--- config.mk ---
export PLATFORM = sky130hd
export DESIGN_NAME = countdown_display
export DESIGN_NICKNAME = d
export VERILOG_FILES = /design/src/rtl/countdown_pkg.sv /design/src/rtl/seg7_decoder.sv /design/src/rtl/countdown_display.sv
export SDC_FILE = /design/constraint.sdc
export NUM_CORES = 1
export LEC_CHECK = 0
export ABC_AREA = 1
export BUFFER_PORTS_ARGS = -buffer_cell sky130_fd_sc_hd__buf_2
export CORE_AREA = 2 2 102 104
export CTS_CLUSTER_DIAMETER = 150
export DETAILED_ROUTE_END_ITERATION = 16
export DIE_AREA = 0 0 104 106
export GPL_TIMING_DRIVEN = 0
export PLACE_DENSITY_LB_ADDON = 0.05
export SETUP_SLACK_MARGIN = 0.1
export SLEW_MARGIN = 20
export SYNTH_ARGS = -nofsm -noshare
export SYNTH_HDL_FRONTEND = slang
export SYNTH_SLANG_ARGS = --single-unit
export TNS_END_PERCENT = 30
--- constraint.sdc ---
create_clock -name clock -period 2.64 [get_ports clock]
set_clock_uncertainty 0.05 [all_clocks]
set_input_delay 0.528 -clock clock [delete_from_list [all_inputs] [get_ports clock]]
set_output_delay 0.528 -clock clock [all_outputs]
set_load 0.005 [all_outputs]
--- src/rtl/countdown_pkg.sv ---
// Shared segment constants and alarm state encoding for the countdown display.
// Segment words are active-low, ordered {g,f,e,d,c,b,a}.
package countdown_pkg;

   localparam logic [6:0] SEG_0     = 7'b1000000;
   localparam logic [6:0] SEG_1     = 7'b1111001;
   localparam logic [6:0] SEG_2     = 7'b0100100;
   localparam logic [6:0] SEG_3     = 7'b0110000;
   localparam logic [6:0] SEG_4     = 7'b0011001;
   localparam logic [6:0] SEG_5     = 7'b0010010;
   localparam logic [6:0] SEG_6     = 7'b0000010;
   localparam logic [6:0] SEG_7     = 7'b1111000;
   localparam logic [6:0] SEG_8     = 7'b0000000;
   localparam logic [6:0] SEG_9     = 7'b0010000;
   localparam logic [6:0] SEG_DASH  = 7'b0111111;
   localparam logic [6:0] SEG_BLANK = 7'b1111111;

   typedef enum logic [1:0] {
      IDLE     = 2'd0,
      BEEP_ON  = 2'd1,
      BEEP_OFF = 2'd2,
      DONE     = 2'd3
   } alarm_state_e;

endpackage

--- src/rtl/seg7_decoder.sv ---
// Combinational BCD to active-low seven-segment decoder; codes 10-15 show a dash.
module seg7_decoder
   import countdown_pkg::*;
(
   input  logic [3:0] bcd_i,
   output logic [6:0] seg_o
);

   always_comb begin
      seg_o = SEG_DASH;
      case (bcd_i)
         4'd0:    seg_o = SEG_0;
         4'd1:    seg_o = SEG_1;
         4'd2:    seg_o = SEG_2;
         4'd3:    seg_o = SEG_3;
         4'd4:    seg_o = SEG_4;
         4'd5:    seg_o = SEG_5;
         4'd6:    seg_o = SEG_6;
         4'd7:    seg_o = SEG_7;
         4'd8:    seg_o = SEG_8;
         4'd9:    seg_o = SEG_9;
         default: seg_o = SEG_DASH;
      endcase
   end

endmodule

--- src/rtl/countdown_display.sv ---
// Two-digit countdown display with leading-zero blanking and an expiry buzzer pattern.
// Optional warning blink of low values is enabled by defining COUNTDOWN_BLINK_EN.
module countdown_display
   import countdown_pkg::*;
#(
   parameter int unsigned BLINK_DIV       = 25000000,
   parameter int unsigned BEEP_ON_CYCLES  = 12500000,
   parameter int unsigned BEEP_OFF_CYCLES = 12500000,
   parameter int unsigned BEEP_COUNT      = 3,
   parameter logic [7:0]  WARN_LEVEL      = 8'h05
) (
   input  logic       clock,
   input  logic       reset,
   input  logic [3:0] time_h,
   input  logic [3:0] time_l,
   input  logic       expired,
   output logic [6:0] hex1,
   output logic [6:0] hex0,
   output logic       buzzer,
   output logic       alarm_done
);

   localparam int unsigned CYC_MAX = (BEEP_ON_CYCLES > BEEP_OFF_CYCLES) ? BEEP_ON_CYCLES
                                                                         : BEEP_OFF_CYCLES;
   localparam int CYC_W   = $clog2(CYC_MAX) + 1;
   localparam int PULSE_W = $clog2(BEEP_COUNT) + 1;
   localparam logic [CYC_W-1:0]   ON_LAST    = CYC_W'(BEEP_ON_CYCLES - 1);
   localparam logic [CYC_W-1:0]   OFF_LAST   = CYC_W'(BEEP_OFF_CYCLES - 1);
   localparam logic [PULSE_W-1:0] PULSE_LAST = PULSE_W'(BEEP_COUNT - 1);

   if (BLINK_DIV == 0 || BEEP_ON_CYCLES == 0 || BEEP_OFF_CYCLES == 0 || BEEP_COUNT == 0 ||
       WARN_LEVEL[3:0] > 4'd9 || WARN_LEVEL[7:4] > 4'd9) begin : g_param_check
      $error("countdown_display: invalid parameter value");
   end

   logic [3:0]         timeH_q, timeL_q;
   logic               expired_q, expiredPrev_q;
   logic [6:0]         hex1_q, hex0_q, hex1_d, hex0_d;
   logic [6:0]         tensSeg, unitsSeg;
   logic               blankAll;
   alarm_state_e       state_q;
   logic [CYC_W-1:0]   cycleCnt_q;
   logic [PULSE_W-1:0] pulseCnt_q;
   logic               buzzer_q, alarmDone_q;

   always_ff @(posedge clock or negedge reset) begin
      if (!reset) begin
         timeH_q       <= '0;
         timeL_q       <= '0;
         expired_q     <= 1'b0;
         expiredPrev_q <= 1'b0;
      end else begin
         timeH_q       <= time_h;
         timeL_q       <= time_l;
         expired_q     <= expired;
         expiredPrev_q <= expired_q;
      end
   end

   seg7_decoder u_tens  (.bcd_i(timeH_q), .seg_o(tensSeg));
   seg7_decoder u_units (.bcd_i(timeL_q), .seg_o(unitsSeg));

`ifdef COUNTDOWN_BLINK_EN
   localparam int BLINK_W = $clog2(BLINK_DIV) + 1;
   localparam logic [BLINK_W-1:0] BLINK_LAST = BLINK_W'(BLINK_DIV - 1);

   logic [BLINK_W-1:0] blinkCnt_q;
   logic               blinkPhase_q;

   always_ff @(posedge clock or negedge reset) begin
      if (!reset) begin
         blinkCnt_q   <= '0;
         blinkPhase_q <= 1'b0;
      end else if (blinkCnt_q == BLINK_LAST) begin
         blinkCnt_q   <= '0;
         blinkPhase_q <= ~blinkPhase_q;
      end else begin
         blinkCnt_q <= blinkCnt_q + 1'b1;
      end
   end

   // BCD bytes order the same as their decimal values, so a plain compare works.
   always_comb begin
      blankAll = blinkPhase_q && !expired_q && ({timeH_q, timeL_q} != 8'h00) &&
                 ({timeH_q, timeL_q} <= WARN_LEVEL);
   end
`else
   assign blankAll = 1'b0;
`endif

   always_comb begin
      hex1_d = tensSeg;
      hex0_d = unitsSeg;
      if (timeH_q == 4'd0) hex1_d = SEG_BLANK;
      if (blankAll) begin
         hex1_d = SEG_BLANK;
         hex0_d = SEG_BLANK;
      end
   end

   always_ff @(posedge clock or negedge reset) begin
      if (!reset) begin
         hex1_q <= SEG_BLANK;
         hex0_q <= SEG_BLANK;
      end else begin
         hex1_q <= hex1_d;
         hex0_q <= hex0_d;
      end
   end

   // Losing expiry mid-pattern drops straight back to IDLE with everything cleared.
   always_ff @(posedge clock or negedge reset) begin
      if (!reset) begin
         state_q      <= IDLE;
         cycleCnt_q   <= '0;
         pulseCnt_q   <= '0;
         buzzer_q     <= 1'b0;
         alarmDone_q  <= 1'b0;
      end else begin
         case (state_q)
            IDLE: begin
               cycleCnt_q  <= '0;
               pulseCnt_q  <= '0;
               buzzer_q    <= 1'b0;
               alarmDone_q <= 1'b0;
               if (expired_q && !expiredPrev_q) begin
                  state_q  <= BEEP_ON;
                  buzzer_q <= 1'b1;
               end
            end
            BEEP_ON: begin
               if (!expired_q) begin
                  state_q    <= IDLE;
                  cycleCnt_q <= '0;
                  pulseCnt_q <= '0;
                  buzzer_q   <= 1'b0;
               end else if (cycleCnt_q == ON_LAST) begin
                  state_q    <= BEEP_OFF;
                  cycleCnt_q <= '0;
                  buzzer_q   <= 1'b0;
               end else begin
                  cycleCnt_q <= cycleCnt_q + 1'b1;
               end
            end
            BEEP_OFF: begin
               if (!expired_q) begin
                  state_q    <= IDLE;
                  cycleCnt_q <= '0;
                  pulseCnt_q <= '0;
                  buzzer_q   <= 1'b0;
               end else if (cycleCnt_q == OFF_LAST) begin
                  cycleCnt_q <= '0;
                  pulseCnt_q <= pulseCnt_q + 1'b1;
                  if (pulseCnt_q == PULSE_LAST) begin
                     state_q     <= DONE;
                     alarmDone_q <= 1'b1;
                  end else begin
                     state_q  <= BEEP_ON;
                     buzzer_q <= 1'b1;
                  end
               end else begin
                  cycleCnt_q <= cycleCnt_q + 1'b1;
               end
            end
            DONE: begin
               buzzer_q    <= 1'b0;
               alarmDone_q <= 1'b1;
               if (!expired_q) begin
                  state_q     <= IDLE;
                  alarmDone_q <= 1'b0;
                  pulseCnt_q  <= '0;
                  cycleCnt_q  <= '0;
               end
            end
            default: state_q <= IDLE;
         endcase
      end
   end

   assign hex1       = hex1_q;
   assign hex0       = hex0_q;
   assign buzzer     = buzzer_q;
   assign alarm_done = alarmDone_q;

endmodule
==> flow_summary.json, run 1 <==
{
  "status": "complete, no violations",
  "fin_tns_setup_ns": 0,
  "whs_ns": 0.211,
  "drive_above_1_share_pct": 19.4,
  "cts_setup_buffers": 0,
  "cts.htree.levels": 2,
  "cts_sinks": 56,
  "fin_crit_sh_pct": 71.8,
  "wl_um": 5850,
  "grt_max_degree": 57,
  "fp.coreArea_mm2": 0.0100,
  "maxCapViolations": 0,
  "clk_latency_ns": 0.31,
  "nFillCells": 1078,
  "synth-seq-area-share_pct": 48.6,
  "post_drt_wl_per_cell_um": 11.3,
  "pwr_density_cell_mw_per_mm2": 645,
  "power.static_leakage_uw": 0.00163,
  "synthCells": 348,
  "peakVddDrop_uv": 219,
  "synth_area_leaders": "dfrtp_1 (36%), dfstp_2 (13%), nand2_1 (9.6%)",
  "ios": 27,
  "cts_resized": 0,
  "maxSlewViolCount": 0,
  "ys_async_sr_fraction_pct": 100,
  "layout_commonest_cell": "nand2_1",
  "critPathArrivalTime_ns": 2.05,
  "synth_seq_cells": 56,
  "numCtsBuffers": 5,
  "min-delay-path-class": "input port to async pin",
  "syn_to_final_growth_pct": 14.2,
  "drt_iter0_markers": 93,
  "synth_area_mm2": 0.00292,
  "setup_viol": 0,
  "grt_pass1_wl_um": 10500,
  "overflow": 0,
  "critPathLaunchType": "flop",
  "finalCriticalPeriod_ns": 1.90,
  "max_slew.worst_pin.slew_ns": 0.731,
  "first_global_vias": 2183,
  "num_vias": 2206,
  "die_w_um": 104,
  "fin_util_pct": 33.3,
  "synth_top_area_share_pct": 36.0,
  "vias_per_cell": 4.26,
  "die_area_mm2": 0.0110,
  "clk_pin_slew_ns": 0.10,
  "clock.fmax_mhz": 528,
  "yosysUniqueCellTypes": 30,
  "fin_nets": 410,
  "finalHoldViolations": 0,
  "dp_hpwl_um": 4150,
  "initial_core_util_pct": 29.2,
  "cp_max_fo": 6,
  "cts_root_buffer": "clkbuf_8",
  "synth-edff-count": 0,
  "dr.pass1.iters": 4,
  "fp.dieH_um": 106,
  "cts_tree": "yes",
  "synthFlopType": "dfrtp_1",
  "diodes": 0,
  "rsz0062_at_grt": "no",
  "layout_common_cells": "nand2_1 (75), inv_1 (47), nor2_1 (43)",
  "setup.worst_path.class": "flop to flop",
  "gr-usage-all-layers_pct": 11.7,
  "critPathCaptureType": "flop",
  "ant_nets": 0,
  "portBuffers": 26,
  "synth_fp_nets": 377,
  "synth_warnings": 0,
  "cts_buffer_depth": 2,
  "cts_hold_buf": 0,
  "required_ns": 2.80,
  "routabilityCongestion": 0.811,
  "max_slew_margin_pct": 51.3,
  "synth.largest_area_cell": "dfrtp_1",
  "avgSynthCellArea_um2": 8.39,
  "drc": 0,
  "antenna_found_initial": 0,
  "fp-row-count": 37
}
## cells by family after synthesis
| group | share of synthesized area (%) |
|---|---|
| AO/OA/AOI/OAI | 7.67 |
| buffers and inverters | 7.33 |
| XOR/XNOR | 1.80 |
| AND/OR/NAND/NOR | 26.9 |
| flip-flops | 48.6 |
| adder cells (fa/ha/maj) | 7.72 |
## cells in the mapped netlist, types with 2 or more instances
master / instances
ha_1: 18
xnor2_1: 2
or2_2: 4
nand3_1: 21
nor2_2: 3
dfstp_2: 14
inv_1: 47
nand2_2: 5
nand3_2: 3
nand4_1: 3
a21oi_1: 14
nor3_1: 7
o21a_1: 2
nand2_4: 2
o21ai_0: 24
dfrtp_1: 42
nor2_1: 43
inv_2: 5
nand2_1: 75
xor2_1: 4
## flip-flops by register name, summed over array words and instances, names as in the netlist
signal,count
timeL_q,4
hex0,7
timeH_q,4
cycleCnt_q,25
hex1,7
alarm_done,1
buzzer,1
state_q,2
pulseCnt_q,3
expiredPrev_q,1
expired_q,1
## routing by layer
layer | track usage, % | routed length (um) | vias up
met5 | 0 | 0 | -
met4 | 4.05 | 72 | 0
met3 | 2.39 | 181 | 7
met2 | 19.3 | 2720 | 30
met1 | 15.5 | 2870 | 1006
li1 | - | - | 1163
## through the flow
stage / worst slack [ns] / std cells / instance area, um^2 / power, uW
floorplan: 1.03 / 348 / 2920 / 1430
global placement: 0.729 / 510 / 3220 / 1600
detailed placement: 0.724 / 510 / 3220 / 1600
CTS: 0.709 / 518 / 3330 / 2210
global route: 0.550 / 518 / 3330 / 2340
finish: 0.745 / 518 / 3330 / 2150
## critical path, cell delays in order (launching register included)
cell and delay (ns):
dfrtp_1 0.43, ha_1 0.26, nand2_4 0.13, nand2_2 0.07, nor2_2 0.19, nand3_2 0.19
inv_2 0.14, nand3_1 0.11, o21ai_0 0.18, nor2_1 0.05
## path summary, 6_finish.rpt
check,startpoint,end,slack [ns],cells past startpoint
max in group asynchronous,reset,cycleCnt_q[6],1.84,1
min in group clock,time_l[2],timeL_q[2],0.27,1
worst max register to register,state_q[0],cycleCnt_q[23],0.74,9
worst min-delay path,reset,alarm_done,0.21,1
worst min register to register,alarm_done,alarm_done,0.43,2
worst max-delay path,state_q[0],cycleCnt_q[23],0.74,9
## where the power goes
group / switching, uW / internal (uW) / total, uW
clock network: 286 / 287 / 573
registers: 53.6 / 949 / 1000
logic: 359 / 216 / 575
## area by class of cell
class	instances	area, um^2	share of cell area [%]
Tap cell	136	170	5.11
Sequential cell	56	1420	42.6
Clock buffer	6	72.6	2.18
Multi-Input combinational cell	238	1290	38.6
Clock inverter	2	38.8	1.16
Timing Repair Buffer	26	133	3.98
Inverter	52	195	5.86
Buffer	2	18.8	0.563
(Power assumes the default switching activity.)
==> inputs of run 2 (changes only) <==
Settings changed: ABC_AREA 1 to 0, CORE_AREA 2 2 102 104 to 2 2 101 103, DIE_AREA 0 0 104 106 to 0 0 103 105.
Clock period 2.64 ns to 1.9 ns, I/O delays scaled along.
==> run 2 against run 1 <==
Compared with the run above: the run now ends with setup timing left; area after synthesis shrank 1.4%; fmax shrank 2.4%; core utilization is 3.7 points higher; combinational power increased by 81%; synthesized cell count decreased by 17%; non-clock buffer count up 26; cell count down 8.9%; worst setup slack lost 0.79 ns; sequential share of layout area shrank 2.7 points; wire length up 3.4%.
==> flow_summary.json, run 2 <==
{
  "portBuffers": 26,
  "fin_nets": 367,
  "synth_top_area_share_pct": 36.5,
  "cts.htree.levels": 2,
  "drive_above_1_share_pct": 28.9,
  "cts_sinks": 56,
  "reg2reg_from": "cycleCnt_q[14]",
  "top_register": "cycleCnt_q",
  "fp.coreArea_mm2": 0.00964,
  "layout_common_cells": "dfrtp_1 (41), nor2_1 (39), nand2_1 (25), buf_2 (25)",
  "r2r_slack_ns": -0.04,
  "clk_pin_slew_ns": 0.11,
  "routabilityCongestion": 0.776,
  "power.static_leakage_uw": 0.00151,
  "status": "finished with violations",
  "setup.worst_path.class": "flop to flop",
  "required_ns": 2.09,
  "crit_buf_inv": 1,
  "finalHoldViolations": 0,
  "cts_buffer_depth": 2,
  "synth_compound_area_share_pct": 8.52,
  "max_slew_margin_pct": 51.7,
  "cts_tree": "yes",
  "initial_core_util_pct": 29.9,
  "ios": 27,
  "cp.depth": 6,
  "critPathLaunchType": "flop",
  "critPathCaptureType": "flop",
  "path_delay_family": "simple AND/OR/NAND/NOR gates",
  "dr.pass1.iters": 4,
  "largest_reg_flops": 25,
  "synth-edff-count": 0,
  "clkPwrFrac_pct": 25.3,
  "avgSynthCellArea_um2": 9.99,
  "die_area_mm2": 0.0108,
  "finalCriticalPeriod_ns": 1.94,
  "seq_area_mm2": 0.00142,
  "violations": "setup timing",
  "synth-simple-area-share_pct": 22.4,
  "synth_top_family_by_area": "simple AND/OR/NAND/NOR gates",
  "yosysUniqueCellTypes": 48,
  "diodes": 0,
  "first_global_vias": 2206,
  "synth-seq-area-share_pct": 49.3,
  "drt_iter0_markers": 30,
  "antenna_found_initial": 0,
  "pwr_density_cell_mw_per_mm2": 909,
  "fp-row-count": 36,
  "nFillCells": 1021,
  "num_vias": 2157,
  "synth_warnings": 0,
  "vias_per_cell": 4.57,
  "peakVddDrop_uv": 342,
  "ant_nets": 0,
  "ys_async_sr_fraction_pct": 100,
  "r2r_end": "pulseCnt_q[2]",
  "overflow": 0,
  "multi_input_area_mm2": 0.00147,
  "synth_area_leaders": "dfrtp_1 (37%), dfstp_2 (13%), ha_1 (7.8%)",
  "layout_commonest_cell": "dfrtp_1",
  "p_seq_share_pct": 42.8,
  "synth_fp_nets": 317,
  "cp_max_fo": 6,
  "fin_util_pct": 37.0,
  "maxSlewViolCount": 0,
  "yosysMostFrequentCell": "dfrtp_1",
  "fin_tns_setup_ns": -0.0589,
  "grt_max_degree": 57,
  "max_slew.worst_pin.slew_ns": 0.725,
  "numCtsBuffers": 5,
  "p_sw_uw": 1050,
  "critPathArrivalTime_ns": 2.14,
  "grt_pass1_wl_um": 10400,
  "cts_hold_buf": 0,
  "cp_slowest_cell": "or4b_1",
  "maxCapViolations": 0,
  "p_int_uw": 2190,
  "cts_root_buffer": "clkbuf_8",
  "fin_crit_sh_pct": 102,
  "crit_chain": "buf_6 > nor4b_4 > and4_4 > nand3_4 > or4b_1 > a31oi_1",
  "synth.largest_area_cell": "dfrtp_1",
  "yosys-top-cells-count": "dfrtp_1 (42), nor2_1 (39), nand2_1 (25)",
  "fin_ws_ns": -0.0418,
  "synth_seq_cells": 56,
  "muxShareOfSynthArea_pct": 1.78,
  "gr-usage-all-layers_pct": 12.0,
  "synthFlopType": "dfrtp_1",
  "drc": 0,
  "synth_area_mm2": 0.00288,
  "synth_xor_xnor_area_share_pct": 6.39,
  "syn_to_final_growth_pct": 23.9,
  "min-delay-path-class": "input port to async pin",
  "setup_viol": 2,
  "rsz0062_at_grt": "yes",
  "worstRegToRegCells": 6,
  "post_drt_wl_per_cell_um": 12.8,
  "fp.dieH_um": 105,
  "synthCells": 288,
  "clk_latency_ns": 0.32,
  "die_w_um": 103,
  "clock.fmax_mhz": 515,
  "pwr-share-comb_pct": 31.9,
  "synthAdderAreaFrac_pct": 7.83,
  "p_sw_share_pct": 32.5,
  "dp_hpwl_um": 3960,
  "cp_slowest_stage_delay_ns": 0.50,
  "wl_um": 6050
}
-- run 2: cell types whose count changed after synthesis, moves of 6 or more --
cell | previous run | this run
inv_1 | 47 | 14
nand2_1 | 75 | 25
nand3_1 | 21 | 14
xor2_1 | 4 | 16
nand4_1 | 3 | 9
-- run 2: final cells by class --
cell class	count	area share, %
buffer	10	2.00
sequential	56	39.8
inverter	14	1.47
clock inverter	3	1.30
clock buffer	5	1.93
multi-input combinational	207	41.1
tap	133	4.67
timing repair buffer	44	7.72
-- run 2: what timing repair did --
item	4_1_cts	5_1_grt
setup buffers	8	8
gates cloned	2	0
pin swaps	7	6
resized for setup	17	11
endpoints found under the setup margin	30	30
-- run 2: worst max-delay path by stage --
stage,startpoint,to,slack (ns)
2_1_floorplan,cycleCnt_q[0],pulseCnt_q[2],0.07
3_3_place_gp,state_q[0],buzzer,-0.28
3_5_place_dp,state_q[0],buzzer,-0.26
4_1_cts,cycleCnt_q[22],pulseCnt_q[2],-0.06
5_1_grt,cycleCnt_q[14],pulseCnt_q[2],-0.14
6_report,cycleCnt_q[14],pulseCnt_q[2],-0.04
-- run 2: cells by family (layout without fill, tap and decap cells) --
| group | after synthesis | count (layout) |
|---|---|---|
| and+or+nand+nor | 120 | 120 |
| DFF | 56 | 56 |
| AOI/OAI and AO/OA | 43 | 43 |
| buffers and inverters | 25 | 76 |
| xor gates and xnor gates | 21 | 21 |
| adders and majority gates | 18 | 18 |
| muxes | 5 | 5 |
-- run 2: through the flow --
| step | std cells | instance area (um^2) | power [uW] | hold WS, ns | setup WS [ns] |
|---|---|---|---|---|---|
| floorplan | 288 | 2900 | 1970 | 0.0344 | 0.0702 |
| global placement | 447 | 3200 | 2210 | 0.311 | -0.280 |
| detailed placement | 447 | 3200 | 2210 | 0.329 | -0.255 |
| CTS | 464 | 3450 | 3230 | 0.0893 | -0.0620 |
| global route | 472 | 3570 | 3460 | 0.0921 | -0.136 |
| finish | 472 | 3570 | 3240 | 0.0318 | -0.0418 |
-- run 2: metal layers --
metal	up-vias	share of wire (%)	track usage (%)	wire, um
met5	-	0	0	0
met3	8	3.0	2.68	183
li1	1074	-	-	-
met1	1044	47	15.8	2830
met2	31	49	19.5	2950
met4	0	1.4	3.38	87
-- run 2: power groups by stage --
stage          logic (uW)  registers (uW)  clock network (uW)
3_5_place_dp          807            1400                   0
2_1_floorplan         575            1390                   0
4_1_cts               979            1370                 873
3_3_place_gp          810            1400                   0
6_report             1040            1390                 820
5_1_grt              1150            1400                 906
